### src/rtl/mem_word_packer.sv
// Packs FIELD_W-bit fields MSB-first into a WORD_W-bit memory word and issues a
// single-cycle write strobe per committed word. The word can end early (zero padded) or be flushed.
module mem_word_packer #(
    parameter  int FIELD_W    = 7,
    parameter  int NUM_FIELDS = 5,
    parameter  int CNT_W      = 8,
    localparam int WORD_W     = FIELD_W * NUM_FIELDS
) (
    input  logic               clk,
    input  logic               arst,
    input  logic               in_valid,
    output logic               in_ready,
    input  logic [FIELD_W-1:0] in_field,
    input  logic               in_last,
    input  logic               flush,
    output logic [WORD_W-1:0]  din,
    output logic               wren,
    output logic               short_pkt,
    output logic [CNT_W-1:0]   words_written
);

    typedef enum logic [1:0] {
        IDLE  = 2'd0,
        FILL  = 2'd1,
        WRITE = 2'd2
    } state_t;

    localparam int                IDX_W    = $clog2(NUM_FIELDS) + 1;
    localparam logic [IDX_W-1:0]  LAST_IDX = IDX_W'(NUM_FIELDS - 1);

    state_t             state_q, state_d;
    logic [IDX_W-1:0]   idx_q, idx_d;
    logic [WORD_W-1:0]  pack_q, pack_d;
    logic [WORD_W-1:0]  din_q, din_d;
    logic               wren_q, wren_d;
    logic               short_q, short_d;
    logic [CNT_W-1:0]   words_q, words_d;

    logic               accept;
    logic               is_final;
    logic [WORD_W-1:0]  word_next;

    // Field k lands in slot k counted from the MSB end of the word.
    function automatic logic [WORD_W-1:0] place_field(input logic [FIELD_W-1:0] field,
                                                      input logic [IDX_W-1:0]   idx);
        logic [WORD_W-1:0] res;
        res = '0;
        for (int k = 0; k < NUM_FIELDS; k++) begin
            if (idx == IDX_W'(k)) begin
                res[WORD_W-1-k*FIELD_W -: FIELD_W] = field;
            end
        end
        return res;
    endfunction

    assign in_ready  = (state_q != WRITE) && !flush;
    assign accept    = in_valid && in_ready;
    assign is_final  = (idx_q == LAST_IDX) || in_last;
    assign word_next = pack_q | place_field(in_field, idx_q);

    always_comb begin
        state_d = state_q;
        idx_d   = idx_q;
        pack_d  = pack_q;
        din_d   = din_q;
        wren_d  = 1'b0;
        short_d = 1'b0;
        words_d = words_q;
        case (state_q)
            IDLE, FILL: begin
                if (flush) begin
                    state_d = IDLE;
                    idx_d   = '0;
                    pack_d  = '0;
                end else if (accept) begin
                    if (is_final) begin
                        // din is loaded on the accepting edge so it is stable for the whole wren cycle.
                        state_d = WRITE;
                        din_d   = word_next;
                        wren_d  = 1'b1;
                        short_d = (idx_q != LAST_IDX);
                        idx_d   = '0;
                        pack_d  = '0;
                    end else begin
                        state_d = FILL;
                        pack_d  = word_next;
                        idx_d   = idx_q + IDX_W'(1);
                    end
                end
            end
            WRITE: begin
                state_d = IDLE;
                words_d = words_q + CNT_W'(1);
            end
            default: begin
                state_d = IDLE;
                idx_d   = '0;
                pack_d  = '0;
            end
        endcase
    end

    always_ff @(posedge clk or posedge arst) begin
        if (arst) begin
            state_q <= IDLE;
            idx_q   <= '0;
            pack_q  <= '0;
            din_q   <= '0;
            wren_q  <= 1'b0;
            short_q <= 1'b0;
            words_q <= '0;
        end else begin
            state_q <= state_d;
            idx_q   <= idx_d;
            pack_q  <= pack_d;
            din_q   <= din_d;
            wren_q  <= wren_d;
            short_q <= short_d;
            words_q <= words_d;
        end
    end

    assign din           = din_q;
    assign wren          = wren_q;
    assign short_pkt     = short_q;
    assign words_written = words_q;

endmodule

### config.mk
export PLATFORM = sky130hd
export DESIGN_NAME = mem_word_packer
export DESIGN_NICKNAME = d
export VERILOG_FILES = /design/src/rtl/mem_word_packer.sv
export SDC_FILE = /design/constraint.sdc
export NUM_CORES = 1
export LEC_CHECK = 0
export ABC_AREA = 1
export CORE_ASPECT_RATIO = 0.9
export CORE_MARGIN = 1
export CORE_UTILIZATION = 54
export DETAILED_ROUTE_END_ITERATION = 6
export PLACE_DENSITY = 0.82
export SETUP_SLACK_MARGIN = 0.3
export SLEW_MARGIN = 10
export SYNTH_ARGS = -nofsm -noshare
export SYNTH_HDL_FRONTEND = slang
export SYNTH_SLANG_ARGS = --single-unit
### constraint.sdc
create_clock -name clk -period 4 [get_ports clk]
set_input_delay 0.8 -clock clk [delete_from_list [all_inputs] [get_ports clk]]
set_output_delay 0.8 -clock clk [all_outputs]
set_load 0.05 [all_outputs]
# [Word-level counts from Yosys, hierarchy flattened]
# Index checks and enable logic that the tools add are counted.
[op_classes] eq_ne=9 n_addsub=2 mux=25 n_reduce_logical=9 bitwise_logic=3
[ops] cell="35-bit two-way mux" n=3
[ops] cell="35-bit one-hot mux with 2 select lines" n=1
[ops] cell="7-bit two-way mux" n=5
[ops] cell="35-bit bitwise OR" n=1
[ops] cell="4-bit two-way mux" n=3
[ops] cell="8-bit by 1-bit adder with 8-bit output, second input constant" n=1
[ops] cell="4-bit by 2-bit == test with 1-bit output, second input constant" n=2
[ops] cell="1-bit two-way mux" n=8
[ops] cell="2-bit two-way mux" n=4
[ops] cell="4-bit one-hot mux with 2 select lines" n=1
[ops] cell="4-bit by 1-bit adder with 4-bit output, second input constant" n=1
[ops] cell="4-bit by 1-bit == test with 1-bit output, second input constant" n=1
[ops] cell="4-bit by 3-bit == test with 1-bit output, second input constant" n=1
[ops] cell="4-bit zero test" n=1
[ops] cell="4-bit by 3-bit inequality test with 1-bit output, second input constant" n=1
[ops] cell="4-bit AND reduction" n=1
[ops] cell="3-bit inequality test, second input constant" n=1
[ops] cell="2-bit by 1-bit == test with 1-bit output, second input constant" n=1
[ops] cell="2-bit == test, second input constant" n=1
[ops] cell="1-bit logical AND" n=2
[ops] cell="2-bit zero test" n=1
[ops] cell="2-bit inequality test, second input constant" n=1
[ops] cell="1-bit inverter" n=2
[ops] cell="2-bit AND reduction" n=1
[ops] cell="3 further kinds" n=3
[totals] in_bits=12 wordCells=55 ff_bits=86 out_inout_bits=46

# [Depth between registers and ports, before layout]
# Gate-level depths: netlist (run 1).
[depth] depth_word=7 mapped_depth=10

# [Worst setup path before layout (run 1)]
# No wires, ideal clock.
[synth_timing] path_type="in2out" from="input port flush" to="output port in_ready" arrival_time_ns=1.482 required_ns=3.200 cell_stages=1 path_slack_ns=1.718 n_path_buf=0 path_cell_list="nor2_1"
[synth_between] elab_chain_cells=2
[synth_rtl] element="start: declaration" line="15" source="input logic flush,"
[synth_rtl] element="1-bit zero test" line="56" source="assign in_ready = (state_q != WRITE) && !flush;"
[synth_rtl] element="1-bit logical AND" line="56"
[synth_rtl] element="end: declaration" line="12" source="output logic in_ready,"
# No other way between the ends.

# [Worst setup path after layout (run 1)]
# Same ends and word-level chain as after synthesis.

==> results.txt, run 1 <==
Syn avg cell area = 8.021 sq um
Post-Syn Instances = 511
Grt ovf = 0
Vias per std cell = 4.888
Final Slew Violations = 0
H-tree level count = 3
Sw frac = 32.61%
Cts hold-fix bufs = 0
Share of cells above drive strength 1 = 12.68%
CP Launch Point = flush
Unrepaired setup endpoints after global routing = false
Setup Buffers After CTS = 0
Clk slew on worst S/H paths = 0.08 ns
Int Pwr = 0.001355 W
Area delta synth->final = 18.25%
CTS tree = built
Post-DR wirelength/cell = 12.52 microns
Tightest Hold Check Type = flip-flop to flip-flop
Core ar. = 0.007184 sq mm
Warnings from Yosys = 0
Die area = 0.007943 sq mm
Gate power share = 23.2%
GRT Util Overall = 23.44%
Sum Neg Setup Slack = 0 ns
Final Hold Slack = 0.4816 ns
DRT iter0 DRCs = 206
Residual DRC = 0
Die width = 93.84 microns
CP Capture Type = primary output
Antenna violations before repair = 0
PD cells = 414.9 mW/mm^2
Distinct cells, synth = 25
EDFF count, synth = 0
ANT nets after route = 0
Row count = 29
DP Wirelength = 5.530 mm
Ports = 58
Sequential share of power = 48.5%
Leading post-synthesis cells by cell area = dfrtp_1, nand2_1, nor2_2, nor2_1, inv_1
Worst r2r dst = din[13]$_DFFE_PP0P_
Worst Skew = 0.009440 ns
Worst hold path startpoint = din[17]$_DFFE_PP0P_
I/O Buffers = 57
Synth async-reset ratio = 100.0%
Worst rel slew slack = 52.67%
Post-layout net count = 582
Register area share after synthesis = 52.50%
Fmax = 329.1 MHz
Syn_nets = 528
Max Root-Sink Buffers = 2
Pin count of the biggest net entering global routing = 38
Arrival time at the worst endpoint = 2.24 ns
Critical path class = input port to primary output
Worst-path fanout max = 2
Result of the run = finished clean
First-pass iteration count of the detailed router = 4
Worst Path Required = 3.20 ns
Die H = 84.65 microns
Flop2flop setup slack = 1.70 ns
Final WL = 8.279 mm
Root buf cell = clkbuf_8
Worst setup margin = 0.9611 ns
Post-Place Setup Slack = 0.9569 ns
Post-synth top area share = 52.50%
Sink Count = 86
Area of the mapped netlist = 0.004099 sq mm
Post-route clock period utilization = 75.97%
TritonCTS buffer count = 9
Skew-Pair Late Insertion Delay = 0.36 ns
Fill cells = 588
Area leader, netlist = dfrtp_1
Max-Cap Viols = 0
Net switching power = 0.0006557 W
Gpl congestion = 0.7536
Peak VDD IR = 0.0003285 V
CTS resizes = 0
Startpoint types = input port
CP endpoint = in_ready
LEAKAGE = 2.505 nW
Post-synth top flop = dfrtp_1
Ant. Diodes = 0
Clock power frac = 28.3%
Global-route wire length before repair = 14.34 mm
Starting Density = 57.05%
Worst Tran Pin Value = 0.7090 ns
Worst Hold Depth = 2
DR vias = 3231
Setup violations, final = 0
Minimum clock period = 3.039 ns
Number of global-route vias before repair = 3201
Worst reg-to-reg path cell count = 8
Worst R2R Start = idx_q[0]$_DFFE_PP0P_
Number of synthesized register bits = 86
Final Hold Fails = 0
cell usage after synthesis (2+ instances only):
library cell / number
inv_1: 52
inv_2: 3
buf_6: 7
xor2_1: 2
buf_2: 7
nand4_1: 3
nor2_2: 44
nor2_4: 2
nand2_2: 4
nand2_1: 177
buf_4: 2
nor2_1: 72
dfrtp_1: 86
nand3_1: 35
ha_1: 5
flip-flops by register name, indices dropped and copies added, names as in the netlist:
| signal | flops |
|---|---|
| wren | 1 |
| words_written | 8 |
| short_pkt | 1 |
| idx_q | 4 |
| din | 35 |
| pack_q | 35 |
| state_q | 2 |
worst max-delay path, cell delays in order:
cell and delay [ns]:
clkdlybuf4s50_1 0.46, nor2_1 0.16, clkdlybuf4s50_1 0.82
final cells by class:
| type | instances | area, sq um | share of cell area (%) |
|---|---|---|---|
| Multi-Input combinational cell | 352 | 1602 | 33.04 |
| Timing Repair Buffer | 60 | 593.1 | 12.24 |
| Sequential cell | 86 | 2152 | 44.40 |
| Inverter | 56 | 214.0 | 4.414 |
| Tap cell | 93 | 116.4 | 2.401 |
| Clock buffer | 12 | 135.1 | 2.788 |
| Clock inverter | 2 | 35.03 | 0.7228 |
per-layer routing:
layer,global-route usage (%),vias up,routed length [microns]
met5,0,-,0
li1,-,1630,-
met2,40.35,60,4024
met1,29.25,1533,3821
met3,5.978,8,337
met4,6.294,0,95
kinds of logic (layout without fill, tap and decap cells):
kind of cell	Yosys count	count (layout)	share of synthesized area, %
DFF	86	86	52.50
xor gates and xnor gates	3	3	0.6411
buffers and inverters	73	130	8.425
and+or+nand+nor	342	342	36.66
adders and majority gates	5	5	1.526
AOI/OAI and AO/OA	2	2	0.2440
stage by stage:
stage          instances  total power (W)  utilization, %  cell area, sq um
4_1_cts              661         0.002022           67.47              4847
3_5_place_dp         647         0.001459           65.10              4677
3_3_place_gp         647         0.001447           65.10              4677
6_report             661         0.002011           67.47              4847
5_1_grt              661         0.002094           67.47              4847
2_1_floorplan        511         0.001313               -              4099
worst min-delay path by stage:
stage                            end  slack [ns]
2_1_floorplan  pack_q[1]$_DFFE_PP0P_        0.46
3_3_place_gp      din[9]$_DFFE_PP0P_        0.46
3_5_place_dp     din[17]$_DFFE_PP0P_        0.46
4_1_cts          din[17]$_DFFE_PP0P_        0.49
5_1_grt          din[34]$_DFFE_PP0P_        0.50
6_report         din[17]$_DFFE_PP0P_        0.48
layout by cell type (no fill, tap or decap), types with 3 or more instances in the layout:
| cell | n |
|---|---|
| inv_1 | 51 |
| nand4_1 | 3 |
| clkbuf_1 | 3 |
| buf_4 | 3 |
| inv_2 | 3 |
| dfrtp_1 | 86 |
| nand2_1 | 177 |
| nor2_2 | 44 |
| nand3_1 | 35 |
| nor2_1 | 72 |
| clkdlybuf4s50_1 | 57 |
| clkbuf_8 | 9 |
| nand2_2 | 4 |
| ha_1 | 5 |
power by group through the flow:
| stage | Sequential, W | Clock (W) | Combinational, W |
|---|---|---|---|
| 6_report | 0.000975 | 0.000570 | 0.000466 |
| 4_1_cts | 0.000976 | 0.000575 | 0.000471 |
| 5_1_grt | 0.000984 | 0.000612 | 0.000498 |
| 2_1_floorplan | 0.00115 | 0 | 0.000164 |
| 3_3_place_gp | 0.000988 | 0 | 0.000460 |
| 3_5_place_dp | 0.000991 | 0 | 0.000468 |
Power figures use the tool's default switching activity.
==> run 2, diff against run 1 <==
Clock period 4 ns to 3.02 ns, I/O delays scaled along.
==> results.txt, run 2 (synthesized netlist as in run 1, its figures left out) <==
Worst rel slew slack = 53.74% (was 52.67%)
Sequential cell area = 0.002152 sq mm (unchanged)
Post-route clock period utilization = 73.45%
DRT iter0 DRCs = 200 (was 206)
Final Slew Violations = 0 (unchanged)
Result of the run = finished clean (unchanged)
Worst r2r dst = din[34]$_DFFE_PP0P_ (was din[13]$_DFFE_PP0P_)
Max Root-Sink Buffers = 2 (unchanged)
Commonest cells after routing, fill and taps aside = nand2_1, dfrtp_1, nor2_1, clkdlybuf4s50_1, inv_1 (unchanged)
Die width = 93.84 microns (unchanged)
Root buf cell = clkbuf_8 (unchanged)
Number of global-route vias before repair = 3266 (was 3201)
Sw frac = 33.58% (was 32.61%)
Final Hold Fails = 0 (unchanged)
PD cells = 545.6 mW/mm^2 (was 414.9 mW/mm^2)
CP Capture Type = primary output (unchanged)
Worst Tran Pin Value = 0.6930 ns (was 0.7090 ns)
Startpoint types = flip-flop (was input port)
Area delta synth->final = 18.68% (was 18.25%)
Fmax = 450.8 MHz
Clk slew on worst S/H paths = 0.08 ns (about the same)
Critical path class = flip-flop to primary output (was input port to primary output)
Post-layout net count = 582 (unchanged)
Arrival time at the worst endpoint = 1.61 ns (was 2.24 ns)
Slowest stage cell on the critical path = clkdlybuf4s50_1 (unchanged)
Most common cell after layout, fill and taps aside = nand2_1 (unchanged)
Setup Buffers After CTS = 0 (unchanged)
Vias per std cell = 4.956 (was 4.888)
Sink Count = 86 (unchanged)
CTS resizes = 0 (unchanged)
Int Pwr = 0.001763 W (was 0.001355 W)
GRT Util Overall = 24.12% (was 23.44%)
Worst Skew = 0.01049 ns (was 0.009440 ns)
Core ar. = 0.007184 sq mm (unchanged)
Multi-input gate area = 0.001602 sq mm (unchanged)
Row count = 29 (unchanged)
Cts hold-fix bufs = 0 (unchanged)
Residual DRC = 0 (unchanged)
Worst R2R Start = idx_q[0]$_DFFE_PP0P_ (unchanged)
Ant. Diodes = 0 (unchanged)
Worst Path Required = 2.42 ns (was 3.20 ns)
Global-route wire length before repair = 14.88 mm (was 14.34 mm)
ANT nets after route = 0 (unchanged)
Gate power share = 23.4% (was 23.2%)
Fin util = 67.71% (was 67.47%)
H-tree level count = 3 (unchanged)
Skew-Pair Late Insertion Delay = 0.35 ns (was 0.36 ns)
Setup violations, final = 0 (unchanged)
Die area = 0.007943 sq mm (unchanged)
Worst hold path startpoint = din[9]$_DFFE_PP0P_ (was din[17]$_DFFE_PP0P_)
Ports = 58 (unchanged)
Tightest Hold Check Type = flip-flop to flip-flop (unchanged)
Final WL = 8.516 mm (was 8.279 mm)
Peak VDD IR = 0.0003063 V (was 0.0003285 V)
Unrepaired setup endpoints after global routing = false (unchanged)
Buf/Inv on CP = 1 (was 2)
CTS tree = built (unchanged)
LEAKAGE = 2.504 nW (was 2.505 nW)
Sequential share of power = 48.7% (was 48.5%)
Kind of cell adding the most delay to the critical path = buffers and inverters (unchanged)
I/O Buffers = 57 (unchanged)
Flop2flop setup slack = 0.91 ns (was 1.70 ns)
Fill cells = 590 (was 588)
Worst path max stage delay = 0.83 ns (was 0.82 ns)
CP cell instances = clkdlybuf4s50_1 (was clkdlybuf4s50_1, nor2_1, clkdlybuf4s50_1)
Worst reg-to-reg path cell count = 8 (unchanged)
Min-Delay Endpoint = din[9]$_DFFE_PP0P_ (was din[17]$_DFFE_PP0P_)
DR vias = 3281 (was 3231)
Sum Neg Setup Slack = 0 ns (unchanged)
Max-Cap Viols = 0 (unchanged)
Gpl congestion = 0.7770 (was 0.7536)
CP Launch Point = words_written[3]$_DFFE_PP0P_ (was flush)
Minimum clock period = 2.218 ns
Grt ovf = 0 (unchanged)
Worst-path fanout max = 5 (was 2)
Starting Density = 57.05% (unchanged)
First-pass iteration count of the detailed router = 4 (unchanged)
Pin count of the biggest net entering global routing = 87 (was 38)
Antenna violations before repair = 0 (unchanged)
TritonCTS buffer count = 9 (unchanged)
Clock power frac = 27.9% (was 28.3%)
Final Hold Slack = 0.4842 ns (was 0.4816 ns)
Post-DR wirelength/cell = 12.86 microns (was 12.52 microns)
Worst Hold Depth = 2 (unchanged)
Net switching power = 0.0008912 W (was 0.0006557 W)
Die H = 84.65 microns (unchanged)
DP Wirelength = 5.505 mm (was 5.530 mm)
Share of cells above drive strength 1 = 13.36% (was 12.68%)
[run 2: cell count changes in the layout (fill, tap and decap cells not counted)]
cell             previous run  this run
clkinv_2                    2         1
clkbuf_1                    3         1
bufinv_16                   1         0
clkbuf_8                    9        11
buf_12                      0         1
clkinvlp_4                  0         3
clkdlybuf4s50_1            57        56
[run 2: worst reg2reg max path, delay by kind of cell (launching register included)]
kind | cells | cell delay [ns]
buf+inv | 2 | 0.51
simple gates | 5 | 0.72
fa+ha+maj | 1 | 0.39
flops | 1 | 0.44
[run 2: stage by stage]
step	area (sq um)	setup WS (ns)	std cells	power [W]
5_1_grt	4865	0.6868	662	0.002778
4_1_cts	4865	0.7899	662	0.002677
2_1_floorplan	4103	1.130	511	0.001740
3_5_place_dp	4690	0.6314	647	0.001936
3_3_place_gp	4690	0.6990	647	0.001921
6_report	4865	0.8017	662	0.002654
[run 2: power by group through the flow]
stage               Sequential, W  Combinational [W]  Clock [W]
global placement          0.00131           0.000611          0
floorplan                 0.00152           0.000217          0
CTS                       0.00129           0.000627   0.000756
finish                    0.00129           0.000621   0.000742
global route              0.00130           0.000668   0.000807
detailed placement        0.00131           0.000621          0
[run 2: cell type report]
type | instances | share of cell area, %
Sequential cell | 86 | 44.24
Multi-Input combinational cell | 352 | 32.92
Timing Repair Buffer | 60 | 12.40
Inverter | 56 | 4.450
Clock buffer | 12 | 3.189
Tap cell | 93 | 2.392
Clock inverter | 3 | 0.4115
[run 2: worst max path at each step]
stage / endpoint / slack [ns] / cells after the start
after CTS: words_written[3] / 0.79 / 1
after detailed placement: pack_q[22]$_DFFE_PP0P_ / 0.63 / 8
after floorplan: in_ready / 1.13 / 1
final: words_written[3] / 0.80 / 1
after global placement: pack_q[29]$_DFFE_PP0P_ / 0.70 / 8
after global routing: din[34]$_DFFE_PP0P_ / 0.69 / 8
[run 2: metal layers]
| layer | wire length (microns) | global-route usage (%) | share of wire (%) |
|---|---|---|---|
| met1 | 3897 | 31.71 | 46 |
| met4 | 212 | 11.61 | 2.5 |
| met3 | 403 | 4.167 | 4.7 |
| met2 | 4003 | 38.75 | 47 |
| met5 | 0 | 0 | 0 |
==> run 3, diff against run 2 <==
Clock period 3.02 ns to 2.1 ns, I/O delays scaled along.
==> results.txt, run 3 (synthesized netlist as in run 1, its figures left out) <==
Share of cells above drive strength 1 = 15.57% (was 13.36%)
Root buf cell = clkbuf_8 (unchanged)
Antenna violations before repair = 0 (unchanged)
DRT iter0 DRCs = 208 (was 200)
Fin util = 70.03% (was 67.71%)
Pin count of the biggest net entering global routing = 37 (was 87)
Number of global-route vias before repair = 3323 (was 3266)
Unrepaired setup endpoints after global routing = false (unchanged)
H-tree level count = 3 (unchanged)
Worst rel slew slack = 62.31% (was 53.74%)
Minimum clock period = 1.755 ns
CTS tree = built (unchanged)
Row count = 29 (unchanged)
Power Total = 0.004255 W (was 0.002654 W)
Vias per std cell = 4.978 (was 4.956)
Startpoint types = flip-flop (unchanged)
Kind of cell adding the most delay to the critical path = buffers and inverters (unchanged)
Die area = 0.007943 sq mm (unchanged)
Grt ovf = 0 (unchanged)
Worst Path Required = 1.68 ns (was 2.42 ns)
Core ar. = 0.007184 sq mm (unchanged)
Slowest stage cell on the critical path = dlygate4sd2_1 (was clkdlybuf4s50_1)
Gpl congestion = 0.7940 (was 0.7770)
Post-DR wirelength/cell = 13.27 microns (was 12.86 microns)
CP Capture Type = primary output (unchanged)
Critical path class = flip-flop to primary output (unchanged)
Max-Cap Viols = 0 (unchanged)
CP cell instances = dlygate4sd2_1 (was clkdlybuf4s50_1)
Commonest cells after routing, fill and taps aside = nand2_1, dfrtp_1, nor2_1, inv_1, nor2_2 (was nand2_1, dfrtp_1, nor2_1, clkdlybuf4s50_1, inv_1)
Most common cell after layout, fill and taps aside = nand2_1 (unchanged)
First-pass iteration count of the detailed router = 4 (unchanged)
Area delta synth->final = 22.74% (was 18.68%)
Sink Count = 86 (unchanged)
Starting Density = 57.05% (unchanged)
Final Slew Violations = 0 (unchanged)
Skew-Pair Late Insertion Delay = 0.36 ns (was 0.35 ns)
I/O Buffers = 57 (unchanged)
Ports = 58 (unchanged)
Post-layout net count = 590 (was 582)
Peak VDD IR = 0.0005530 V (was 0.0003063 V)
LEAKAGE = 2.790 nW (was 2.504 nW)
Clk slew on worst S/H paths = 0.08 ns (about the same)
Residual DRC = 0 (unchanged)
DP Wirelength = 5.937 mm (was 5.505 mm)
Fmax = 569.9 MHz
Max Root-Sink Buffers = 2 (unchanged)
Worst path max stage delay = 0.55 ns (was 0.83 ns)
Worst-path fanout max = 5 (unchanged)
Setup violations, final = 0 (unchanged)
Global-route wire length before repair = 15.26 mm (was 14.88 mm)
Result of the run = finished clean (unchanged)
Sum Neg Setup Slack = 0 ns (unchanged)
Final WL = 8.903 mm (was 8.516 mm)
Arrival time at the worst endpoint = 1.33 ns (was 1.61 ns)
TritonCTS buffer count = 9 (unchanged)
Buf/Inv on CP = 1 (unchanged)
ANT nets after route = 0 (unchanged)
PD cells = 845.7 mW/mm^2 (was 545.6 mW/mm^2)
Final Hold Fails = 0 (unchanged)
DR vias = 3340 (was 3281)
Post-route clock period utilization = 83.55%
GRT Util Overall = 24.82% (was 24.12%)
Die width = 93.84 microns (unchanged)
Ant. Diodes = 0 (unchanged)
Worst Tran Pin Value = 0.5647 ns (was 0.6930 ns)
Tightest Hold Check Type = input port to async pin (was flip-flop to flip-flop)
Die H = 84.65 microns (unchanged)
Cts hold-fix bufs = 0 (unchanged)
Worst Skew = 0.007857 ns (was 0.01049 ns)
==> run 3: metrics by stage <==
stage          hold slack, ns  worst slack [ns]  cells  cell area [sq um]
4_1_cts                0.4527            0.3033    668               4994
6_report               0.4447            0.3454    671               5031
3_3_place_gp           0.4613            0.1865    652               4777
5_1_grt                0.4780            0.3053    671               5031
3_5_place_dp           0.4640            0.1464    652               4777
2_1_floorplan          0.4650            0.4601    511               4103
==> run 3: final timing paths <==
| check | from | cells after the start | slack (ns) | endpoint |
|---|---|---|---|---|
| max in group asynchronous | arst | 3 | 1.16 | pack_q[22]$_DFFE_PP0P_ |
| worst max-delay path | words_written[3]$_DFFE_PP0P_ | 1 | 0.35 | words_written[3] |
| worst max register to register | idx_q[0]$_DFFE_PP0P_ | 8 | 0.42 | pack_q[1]$_DFFE_PP0P_ |
| min in group clk | din[3]$_DFFE_PP0P_ | 2 | 0.47 | din[3]$_DFFE_PP0P_ |
| worst min-delay path | arst | 2 | 0.44 | pack_q[7]$_DFFE_PP0P_ |
| worst min register to register | din[3]$_DFFE_PP0P_ | 2 | 0.47 | din[3]$_DFFE_PP0P_ |
==> run 3: repair_timing <==
item / 4_1_cts / 5_1_grt
pin swaps: 0 / 1
setup buffers: 0 / 2
setup endpoints to repair: 75 / 45
resized for setup: 46 / 7
cloned: 0 / 1
==> run 3: metal layers <==
layer / up-vias / share of wire (%) / GRT usage [%]
li1: 1653 / - / -
met1: 1603 / 44 / 32.33
met2: 71 / 50 / 41.01
met3: 13 / 3.9 / 5.254
met4: 0 / 1.6 / 8.811
met5: - / 0 / 0
==> run 3: layout make-up <==
type,count,area (sq um)
clock buffers,10,137.6
clock inverters,6,132.6
fillers,546,2153
inverters,56,221.5
multi-input cells,353,1615
flip-flops and latches,86,2153
well taps,93,116.4
repair buffers,67,654.4
==> run 3: where the power goes <==
| group | total, W | switching (W) | internal, W |
|---|---|---|---|
| Sequential | 0.00185 | 0.0000826 | 0.00177 |
| Clock | 0.00154 | 0.000596 | 0.000941 |
| Combinational | 0.000866 | 0.000623 | 0.000243 |
| Total | 0.00426 | 0.00130 | 0.00295 |
